==> src/rtl/sa_cache_ctrl_if.sv <==
// CPU load port, memory fill port, flush and statistics for sa_cache_ctrl.
// The cache connects through the slave modport; the CPU/memory side uses master.
interface sa_cache_ctrl_if #(
    parameter int ADDR_W = 32,
    parameter int WORD_W = 32,
    parameter int OFF_W  = 2,
    parameter int CNT_W  = 16
) ();
    localparam int LINE_W = WORD_W << OFF_W;

    logic              cpu_req_valid;
    logic              cpu_req_ready;
    logic [ADDR_W-1:0] cpu_addr;
    logic              cpu_rsp_valid;
    logic [WORD_W-1:0] cpu_rsp_data;
    logic              mem_req_valid;
    logic              mem_req_ready;
    logic [ADDR_W-1:0] mem_addr;
    logic              mem_rsp_valid;
    logic [LINE_W-1:0] mem_rsp_data;
    logic              flush;
    logic [CNT_W-1:0]  hit_cnt;
    logic [CNT_W-1:0]  miss_cnt;

    modport slave (
        input  cpu_req_valid, cpu_addr, mem_req_ready, mem_rsp_valid, mem_rsp_data, flush,
        output cpu_req_ready, cpu_rsp_valid, cpu_rsp_data, mem_req_valid, mem_addr,
               hit_cnt, miss_cnt
    );

    modport master (
        output cpu_req_valid, cpu_addr, mem_req_ready, mem_rsp_valid, mem_rsp_data, flush,
        input  cpu_req_ready, cpu_rsp_valid, cpu_rsp_data, mem_req_valid, mem_addr,
               hit_cnt, miss_cnt
    );
endinterface

==> src/rtl/sa_cache_ctrl.sv <==
// Read-only 2-way set-associative cache with LRU replacement, single-beat line
// refill, whole-cache flush and saturating hit/miss counters.
module sa_cache_ctrl #(
    parameter int ADDR_W = 32,
    parameter int WORD_W = 32,
    parameter int OFF_W  = 2,
    parameter int IDX_W  = 2,
    parameter int CNT_W  = 16
) (
    input logic              clk,
    input logic              rst,
    sa_cache_ctrl_if.slave   bus
);
    localparam int SETS  = 1 << IDX_W;
    localparam int WORDS = 1 << OFF_W;
    localparam int TAG_W = ADDR_W - IDX_W - OFF_W;

    typedef logic [WORDS-1:0][WORD_W-1:0] line_t;
    typedef enum logic [2:0] {IDLE, LOOKUP, MEM_REQ, MEM_WAIT, RESPOND} state_t;

    state_t                  state_q, state_d;
    logic [ADDR_W-1:0]       addr_q;
    logic [SETS-1:0][1:0]    valid_q;
    logic [SETS-1:0]         lru_q;
    logic [WORD_W-1:0]       rsp_data_q;
    logic [ADDR_W-1:0]       mem_addr_q;
    logic [CNT_W-1:0]        hit_cnt_q, miss_cnt_q;

    logic [TAG_W-1:0]        tag_mem  [2][SETS];
    line_t                   data_mem [2][SETS];

    logic [TAG_W-1:0]        tag;
    logic [IDX_W-1:0]        idx;
    logic [OFF_W-1:0]        off;
    logic                    hit0, hit1, hit, hit_way, victim, fill;
    line_t                   fill_line;

    assign tag       = addr_q[ADDR_W-1 -: TAG_W];
    assign idx       = addr_q[OFF_W +: IDX_W];
    assign off       = addr_q[OFF_W-1:0];
    assign fill_line = bus.mem_rsp_data;

    assign hit0    = valid_q[idx][0] && (tag_mem[0][idx] == tag);
    assign hit1    = valid_q[idx][1] && (tag_mem[1][idx] == tag);
    assign hit     = hit0 || hit1;
    assign hit_way = !hit0;
    assign victim  = !valid_q[idx][0] ? 1'b0 : (!valid_q[idx][1] ? 1'b1 : lru_q[idx]);
    assign fill    = (state_q == MEM_WAIT) && bus.mem_rsp_valid;

    always_comb begin
        // NOTE: every output of this block is defaulted first so no path leaves it unassigned (no latches).
        state_d           = state_q;
        bus.cpu_req_ready = 1'b0;
        bus.cpu_rsp_valid = 1'b0;
        bus.mem_req_valid = 1'b0;
        case (state_q)
            IDLE: begin
                bus.cpu_req_ready = 1'b1;
                if (!bus.flush && bus.cpu_req_valid) state_d = LOOKUP;
            end
            LOOKUP:   state_d = hit ? RESPOND : MEM_REQ;
            MEM_REQ: begin
                bus.mem_req_valid = 1'b1;
                if (bus.mem_req_ready) state_d = MEM_WAIT;
            end
            MEM_WAIT: if (bus.mem_rsp_valid) state_d = RESPOND;
            RESPOND: begin
                bus.cpu_rsp_valid = 1'b1;
                state_d           = IDLE;
            end
            default:  state_d = IDLE;
        endcase
    end

    // NOTE: sequential state uses non-blocking assignments so every register samples pre-edge values.
    always_ff @(posedge clk or posedge rst) begin
        if (rst) begin
            state_q    <= IDLE;
            addr_q     <= '0;
            valid_q    <= '0;
            lru_q      <= '0;
            rsp_data_q <= '0;
            mem_addr_q <= '0;
            hit_cnt_q  <= '0;
            miss_cnt_q <= '0;
        end else begin
            state_q <= state_d;
            case (state_q)
                IDLE: begin
                    if (bus.flush) valid_q <= '0;
                    else if (bus.cpu_req_valid) addr_q <= bus.cpu_addr;
                end
                LOOKUP: begin
                    if (hit) begin
                        lru_q[idx] <= ~hit_way;
                        rsp_data_q <= data_mem[hit_way][idx][off];
                        if (hit_cnt_q != '1) hit_cnt_q <= hit_cnt_q + 1'b1;
                    end else begin
                        mem_addr_q <= {addr_q[ADDR_W-1:OFF_W], {OFF_W{1'b0}}};
                        if (miss_cnt_q != '1) miss_cnt_q <= miss_cnt_q + 1'b1;
                    end
                end
                MEM_WAIT: begin
                    if (bus.mem_rsp_valid) begin
                        valid_q[idx][victim] <= 1'b1;
                        lru_q[idx]           <= ~victim;
                        rsp_data_q           <= fill_line[off];
                    end
                end
                default: ;
            endcase
        end
    end

    // NOTE: tag/data arrays are deliberately not reset; the valid bits gate every use of them.
    always_ff @(posedge clk) begin
        if (fill) begin
            tag_mem[victim][idx]  <= tag;
            data_mem[victim][idx] <= fill_line;
        end
    end

    assign bus.cpu_rsp_data = rsp_data_q;
    assign bus.mem_addr     = mem_addr_q;
    assign bus.hit_cnt      = hit_cnt_q;
    assign bus.miss_cnt     = miss_cnt_q;
endmodule

==> src/flat_wrapper.sv <==
// flat-port wrapper written by rule: the top's interface ports become plain ports
module sa_cache_ctrl_flat 
#(
    parameter int ADDR_W = 32,
    parameter int WORD_W = 32,
    parameter int OFF_W  = 2,
    parameter int IDX_W  = 2,
    parameter int CNT_W  = 16
)
  (clk, rst, bus_cpu_req_valid, bus_cpu_addr, bus_mem_req_ready, bus_mem_rsp_valid, bus_mem_rsp_data, bus_flush, bus_cpu_req_ready, bus_cpu_rsp_valid, bus_cpu_rsp_data, bus_mem_req_valid, bus_mem_addr, bus_hit_cnt, bus_miss_cnt);
  sa_cache_ctrl_if #(.ADDR_W(ADDR_W), .WORD_W(WORD_W), .OFF_W(OFF_W), .CNT_W(CNT_W)) bus_i ();
  input logic clk;
  input logic rst;
  input wire logic [$bits(bus_i.cpu_req_valid)-1:0] bus_cpu_req_valid;
  input wire logic [$bits(bus_i.cpu_addr)-1:0] bus_cpu_addr;
  input wire logic [$bits(bus_i.mem_req_ready)-1:0] bus_mem_req_ready;
  input wire logic [$bits(bus_i.mem_rsp_valid)-1:0] bus_mem_rsp_valid;
  input wire logic [$bits(bus_i.mem_rsp_data)-1:0] bus_mem_rsp_data;
  input wire logic [$bits(bus_i.flush)-1:0] bus_flush;
  output wire logic [$bits(bus_i.cpu_req_ready)-1:0] bus_cpu_req_ready;
  output wire logic [$bits(bus_i.cpu_rsp_valid)-1:0] bus_cpu_rsp_valid;
  output wire logic [$bits(bus_i.cpu_rsp_data)-1:0] bus_cpu_rsp_data;
  output wire logic [$bits(bus_i.mem_req_valid)-1:0] bus_mem_req_valid;
  output wire logic [$bits(bus_i.mem_addr)-1:0] bus_mem_addr;
  output wire logic [$bits(bus_i.hit_cnt)-1:0] bus_hit_cnt;
  output wire logic [$bits(bus_i.miss_cnt)-1:0] bus_miss_cnt;
  assign bus_i.cpu_req_valid = bus_cpu_req_valid;
  assign bus_i.cpu_addr = bus_cpu_addr;
  assign bus_i.mem_req_ready = bus_mem_req_ready;
  assign bus_i.mem_rsp_valid = bus_mem_rsp_valid;
  assign bus_i.mem_rsp_data = bus_mem_rsp_data;
  assign bus_i.flush = bus_flush;
  assign bus_cpu_req_ready = bus_i.cpu_req_ready;
  assign bus_cpu_rsp_valid = bus_i.cpu_rsp_valid;
  assign bus_cpu_rsp_data = bus_i.cpu_rsp_data;
  assign bus_mem_req_valid = bus_i.mem_req_valid;
  assign bus_mem_addr = bus_i.mem_addr;
  assign bus_hit_cnt = bus_i.hit_cnt;
  assign bus_miss_cnt = bus_i.miss_cnt;
  sa_cache_ctrl #(.ADDR_W(ADDR_W), .WORD_W(WORD_W), .OFF_W(OFF_W), .IDX_W(IDX_W), .CNT_W(CNT_W)) u_core (.clk(clk), .rst(rst), .bus(bus_i));
endmodule
==> config.mk <==
export PLATFORM = sky130hd
export DESIGN_NAME = sa_cache_ctrl_flat
export DESIGN_NICKNAME = d
export VERILOG_FILES = /design/src/rtl/sa_cache_ctrl_if.sv /design/src/rtl/sa_cache_ctrl.sv /design/src/flat_wrapper.sv
export SDC_FILE = /design/constraint.sdc
export NUM_CORES = 2
export LEC_CHECK = 0
export CORE_UTILIZATION = 39
export CTS_BUF_LIST = sky130_fd_sc_hd__clkbuf_4 sky130_fd_sc_hd__clkbuf_8 sky130_fd_sc_hd__clkbuf_16
export CTS_CLUSTER_DIAMETER = 200
export DETAILED_ROUTE_END_ITERATION = 6
export PLACE_DENSITY_LB_ADDON = 0.05
export SLEW_MARGIN = 20
export SYNTH_ARGS = -nofsm -noshare
export SYNTH_HDL_FRONTEND = slang
export SYNTH_SLANG_ARGS = --single-unit
==> constraint.sdc <==
create_clock -name clk -period 25.7 [get_ports clk]
set_clock_uncertainty 0.2 [all_clocks]
set_input_delay 3.855 -clock clk [delete_from_list [all_inputs] [get_ports clk]]
set_output_delay 3.855 -clock clk [all_outputs]
set_load 0.05 [all_outputs]
After elaboration in Yosys (flattened, before gate mapping)
Memory sizes are Yosys's and may differ from the RTL's.
Cells that the tools add are included.
{"block": "op_classes", "bitwise": 5, "n_eq_ne": 13, "addsub": 2, "reduce_logical": 20, "muxes": 51, "n_lt_le_gt_ge": 7}
{"cell": "512-bit 2-to-1 mux", "count": 1}
{"cell": "128-bit 2-to-1 mux", "count": 3}
{"cell": "128-bit binary-select mux with 2-bit select", "count": 1}
{"cell": "128-bit demux with 2-bit select", "count": 1}
{"cell": "28-bit 2-to-1 mux", "count": 5}
{"cell": "32-bit binary-select mux with 2-bit select", "count": 2}
{"cell": "32-bit 2-to-1 mux", "count": 4}
{"cell": "28-bit binary-select mux with 2-bit select", "count": 2}
{"cell": "112-bit 2-to-1 mux", "count": 1}
{"cell": "32-bit case mux with 2 select lines", "count": 1}
{"cell": "28-bit demux with 2-bit select", "count": 1}
{"cell": "28-bit == test", "count": 2}
{"cell": "16-bit by 1-bit adder with 16-bit output, second input constant", "count": 2}
{"cell": "16-bit != test, second input constant", "count": 2}
{"cell": "3-bit AND reduction", "count": 6}
{"cell": "8-bit 2-to-1 mux", "count": 2}
{"cell": "8-bit case mux with 2 select lines", "count": 1}
{"cell": "3-bit 2-to-1 mux", "count": 4}
{"cell": "3-bit case mux with 4 select lines", "count": 1}
{"cell": "1-bit 2-to-1 mux", "count": 9}
{"cell": "4-bit bitwise mux", "count": 2}
{"cell": "4-bit 2-to-1 mux", "count": 2}
{"cell": "8-bit bitwise OR", "count": 1}
{"cell": "4-bit case mux with 2 select lines", "count": 1}
{"cell": "other kinds (25)", "count": 41}
{"block": "word_totals", "n_memories": 2, "ff_bits": 141, "word_cells": 111, "in_bits": 166, "ramBits": 1248}
{"name": "u_core.data_mem", "depth": 2, "width": 512, "read_ports": 1, "rd_ports_with_merged_regs": 0, "wr": 1, "line": "sa_cache_ctrl.sv:30", "rtl": "line_t data_mem [2][SETS];"}
{"name": "u_core.tag_mem", "depth": 2, "width": 112, "read_ports": 2, "rd_ports_with_merged_regs": 0, "wr": 1, "line": "sa_cache_ctrl.sv:29", "rtl": "logic [TAG_W-1:0] tag_mem [2][SETS];"}

Longest topological paths before layout
An unclocked memory read counts as a cell.
{"block": "logic_depth", "depth_word": 15, "depth_mapped": 15, "depth_no_buf": 9}

Worst setup path after synthesis
OpenSTA, ideal clock, no wires.
{"block": "synth_path", "kind": "input to register", "startpoint": "in bus_mem_rsp_valid", "endpoint": "mem u_core.data_mem[1][384] (netlist name) (enable)", "setup_ps": 1057, "path_stages": 3, "slack_ps": 5323, "required_time_ps": 24443, "arrival_ps": 19120, "path_cell_list": "nand3_1 -> clkbuf_1 -> nor4_1"}
{"block": "synth_between", "elab_chain_len": 3}
{"item": "start, declared", "line": "flat_wrapper.sv:17", "rtl": "input wire logic [$bits(bus_i.mem_rsp_valid)-1:0] bus_mem_rsp_valid;"}
{"item": "1-bit logical AND", "line": "sa_cache_ctrl.sv:48", "rtl": "assign fill = (state_q == MEM_WAIT) && bus.mem_rsp_valid;"}
{"item": "1-bit 2-to-1 mux", "line": "sa_cache_ctrl.sv:117", "rtl": "if (fill) begin"}
{"item": "512-bit 2-to-1 mux (implied by the code)", "line": "sa_cache_ctrl.sv:119", "rtl": "data_mem[victim][idx] <= fill_line;"}
{"item": "end, declared", "line": "sa_cache_ctrl.sv:30"}
Every way passes these cells.

Worst setup path in the final report
{"block": "layout_path", "startpoint": "in bus_mem_rsp_valid", "endpoint": "mem u_core.data_mem[1][198] (netlist name) (enable)"}
Same word-level chain as after synthesis.

==> run summary <==
Placed design
• 59920 sq um — instance area after placement
• 76.71 mm — Final HPWL DP
• 262 — total of buffers placed on input and output ports
• 0.7567 — global placement routability congestion

Clock network
• sky130_fd_sc_hd__clkbuf_16 — CTS root buffer
• 4 — H-tree depth
• 154 — number of CTS-inserted buffers
• 60 ps — clock transition time at the flip-flop clock pins of the worst setup and hold paths
• 1389 — CTS sink cnt
• 0 — post-CTS repair timing setup buffer count
• 3 — buffer levels on the longest clock path
• built — clock tree from TritonCTS
• 770 ps — Skew-Pair Late Insertion Delay
• 0 — cts repair resizes
• 0 — post-cts hold buffer count

Die
• 39.37% — initial standard-cell utilization of the core
• 137 — Std-Cell Rows
• 265 — Top Ports
• 377.8 um — die boundary height
• 142700 sq um — die area
• 377.8 um — Die W
• 139900 sq um — Core Footprint

Finish
• 24.41% — ratio of cells with drive above 1 in the final layout
• 13380 sq um — area of the multi-input gates
• 3170 — # nets final
• 41020 sq um — register area
• 65070 sq um — final standard cell area without fillers
• sky130_fd_sc_hd__edfxtp_1 — most frequent standard cell in the layout excluding fill and tap cells
• 18.17% — Layout Area Growth over Synthesis
• sky130_fd_sc_hd__edfxtp_1, sky130_fd_sc_hd__mux4_2, sky130_fd_sc_hd__clkdlybuf4s50_1, sky130_fd_sc_hd__clkbuf_16, sky130_fd_sc_hd__dfrtp_1 — commonest cells after routing, fill and taps aside
• 11860 — number of inserted filler cells in the final layout

Global routing
• 20.34% — total routing resource utilization after global routing
• 208.8 mm — global-route wire length before repair
• 20 — antenna violations before repair
• 33.04% — met2 capacity usage during global routing
• 115 — pin count of the biggest net entering global routing
• met2 — highest-utilization routing layer at the global route stage
• 4.152% — met3 track demand over resource in global routing
• 27.83% — met1 global-route usage
• 29960 — vias in the first global route
• 0 — total gr overflow

Logic synthesis
• multiplexers — combinational family with the most area after synthesis
• 10.15% — fraction of synthesis flops using an asynchronous set or reset pin
• 2.965% — share of the synthesized area in compound gates (AO/OA/AOI/OAI)
• 61 — Yosys cell types
• 1248 — count of flip-flops with a built-in enable after synthesis
• 0.04544% — Adder-Cell Fraction of Synth Area
• 20.50 sq um — synthesized area per cell
• 2686 — Cells after Synth
• 55070 sq um — Post-Synthesis Cell Area
• sky130_fd_sc_hd__edfxtp_1 — most area-hungry cell type in the Yosys netlist
• 68.05% — Synth top area share
• 16.78% — mux share of post-synthesis cell area
• 0 — Synth warnings
• sky130_fd_sc_hd__edfxtp_1, sky130_fd_sc_hd__mux4_2, sky130_fd_sc_hd__dfrtp_1 — Synth area leaders
• 1.336% — XOR/XNOR Fraction of Synth Area
• 2.947% — Post-Synth Simple-Gate Area
• 74.46% — post-synthesis sequential area ratio
• sky130_fd_sc_hd__edfxtp_1 — Post-synth top flop
• 1389 — flop and latch count out of synthesis

Worst setup path
• flip-flop — capturing element type of the critical path
• input port — startpoint type of the worst setup path
• 8310 ps — Crit path arrival time
• 18200 ps — setup slack of the most critical reg-to-reg path
• 25880 ps — CP Data Required Time
• input port to flip-flop — kind of critical path
• 56 — highest fanout seen on the critical path

Routing
• 0 — post-detailed-route DRC marker count
• 0 — Detail Route Antenna Nets
• 5.564 — detail-routed via count per cell
• 5 — Pre-antenna DRT Iters
• 1948 — Initial DRC Count
• 28.60 um — WL/cell
• 143.3 mm — Final Routed Wirelength
• 27880 — vias after detailed routing

Power
• 83.77 uV — highest ir drop seen on vdd
• 106.0 nW/um^2 — power per cell area
• 20.97 nW — Lkg Pwr

STA
• false — RSZ-0062 raised after global routing
• 0 — Slew Viols, Final
• 8134 ps — time the final worst path needs with I/O delays and setup
• 31.65% — fin crit share
• 0 — final-report setup violation count
• 26.84% — worst slew slack as a fraction of its limit
• 1097 ps — transition time at the pin with the least slew margin
• 0 ps — Setup Total Neg Slack
• 0 — Final Hold Fails
• 0.1229 GHz — max frequency

Worst hold path
• flip-flop to flip-flop — hold crit path type

Flow run
• 0 — number of maximum-capacitance violations

Status
• finished, final reports clean — run status

[path summary, 6_finish.rpt]
kind | start | end | cells past startpoint
worst max register to register | u_core.addr_q[3] | u_core.bus.cpu_rsp_data[30] | 15
worst min register to register | u_core.valid_q[1] | u_core.valid_q[1] | 1
min in group asynchronous | rst | u_core.bus.hit_cnt[9] | 2
worst min-delay path | u_core.valid_q[1] | u_core.valid_q[1] | 1
max in group asynchronous | rst | u_core.addr_q[2] | 3
worst max-delay path | bus_mem_rsp_valid | u_core.data_mem[1][198] | 7
[synth_stat cells, types with 7 or more instances]
| library cell | number |
|---|---|
| sky130_fd_sc_hd__a2111oi_0 | 62 |
| sky130_fd_sc_hd__a211oi_1 | 27 |
| sky130_fd_sc_hd__a211oi_2 | 7 |
| sky130_fd_sc_hd__a21oi_1 | 38 |
| sky130_fd_sc_hd__and3_1 | 7 |
| sky130_fd_sc_hd__buf_1 | 18 |
| sky130_fd_sc_hd__buf_2 | 34 |
| sky130_fd_sc_hd__buf_4 | 11 |
| sky130_fd_sc_hd__buf_6 | 10 |
| sky130_fd_sc_hd__clkbuf_1 | 90 |
| sky130_fd_sc_hd__dfrtp_1 | 141 |
| sky130_fd_sc_hd__edfxtp_1 | 1248 |
| sky130_fd_sc_hd__inv_1 | 9 |
| sky130_fd_sc_hd__mux2_2 | 68 |
| sky130_fd_sc_hd__mux2i_1 | 95 |
| sky130_fd_sc_hd__mux4_2 | 333 |
| sky130_fd_sc_hd__nand2_1 | 90 |
| sky130_fd_sc_hd__nand3_1 | 51 |
| sky130_fd_sc_hd__nand4_1 | 26 |
| sky130_fd_sc_hd__nor2_1 | 15 |
| sky130_fd_sc_hd__nor3_1 | 14 |
| sky130_fd_sc_hd__nor3b_1 | 36 |
| sky130_fd_sc_hd__nor4_1 | 8 |
| sky130_fd_sc_hd__o21a_1 | 7 |
| sky130_fd_sc_hd__o21ai_0 | 69 |
| sky130_fd_sc_hd__or3_1 | 33 |
| sky130_fd_sc_hd__xnor2_1 | 66 |
| sky130_fd_sc_hd__xor2_1 | 18 |
[cells by family after synthesis]
logic type               count (synthesis)
flip-flops                            1389
multiplexers                           498
AND/OR/NAND/NOR                        304
AO/OA/AOI/OAI                          236
buffers and inverters                  172
XOR/XNOR                                84
adder cells (fa/ha/maj)                  2
other                                    1
[sequential cells by signal, indices dropped and copies added (netlist names), 8 cells and up]
register                 count
u_core.addr_q               32
u_core.bus.cpu_rsp_data     32
u_core.bus.hit_cnt          16
u_core.bus.mem_addr         30
u_core.bus.miss_cnt         16
u_core.data_mem           1024
u_core.tag_mem             224
u_core.valid_q               8
[critical path, stage by stage]
cell                              delay (ps)
sky130_fd_sc_hd__clkdlybuf4s50_1         600
sky130_fd_sc_hd__nand2_1                 170
sky130_fd_sc_hd__or3_1                   510
sky130_fd_sc_hd__nor2_4                  650
sky130_fd_sc_hd__buf_4                   750
sky130_fd_sc_hd__buf_4                   920
sky130_fd_sc_hd__buf_4                   700
[report_power, final]
group,total (mW),leakage (nW),switching (mW),internal [mW]
sequential,2.87,13.0,0.205,2.67
clock,2.20,2.57,0.878,1.32
combinational,1.83,5.38,1.02,0.817
total,6.90,21.0,2.10,4.80
[through the flow]
step / utilization [%] / std cells / worst slack [ps] / hold slack, ps / power [mW]
6_report: 46.52 / 5011 / 17570 / 283.0 / 6.901
3_5_place_dp: 42.83 / 4721 / 16610 / 270.2 / 4.794
4_1_cts: 46.49 / 5005 / 17430 / 283.3 / 7.010
5_1_grt: 46.52 / 5008 / 17300 / 294.2 / 7.196
2_1_floorplan: - / 2687 / 5323 / 245.1 / 4.163
3_3_place_gp: 42.83 / 4721 / 16720 / 258.6 / 4.778
[area by class of cell]
class,count,area share [%]
multi-input combinational,1126,20.56
clock buffer,224,7.024
tap,1876,3.607
inverter,9,0.05961
clock inverter,60,0.8364
sequential,1389,63.04
timing repair buffer,322,4.855
antenna,5,0.01923
[metal layers]
| layer | up-vias | share of wire (%) | routed length [um] |
|---|---|---|---|
| met5 | - | 0.075 | 108 |
| met4 | 18 | 2.1 | 2943 |
| met3 | 241 | 5.7 | 8109 |
| met2 | 785 | 49 | 69900 |
| met1 | 15000 | 43 | 62240 |
| li1 | 11830 | - | - |
No activity file was read; power rests on OpenSTA's default activity.
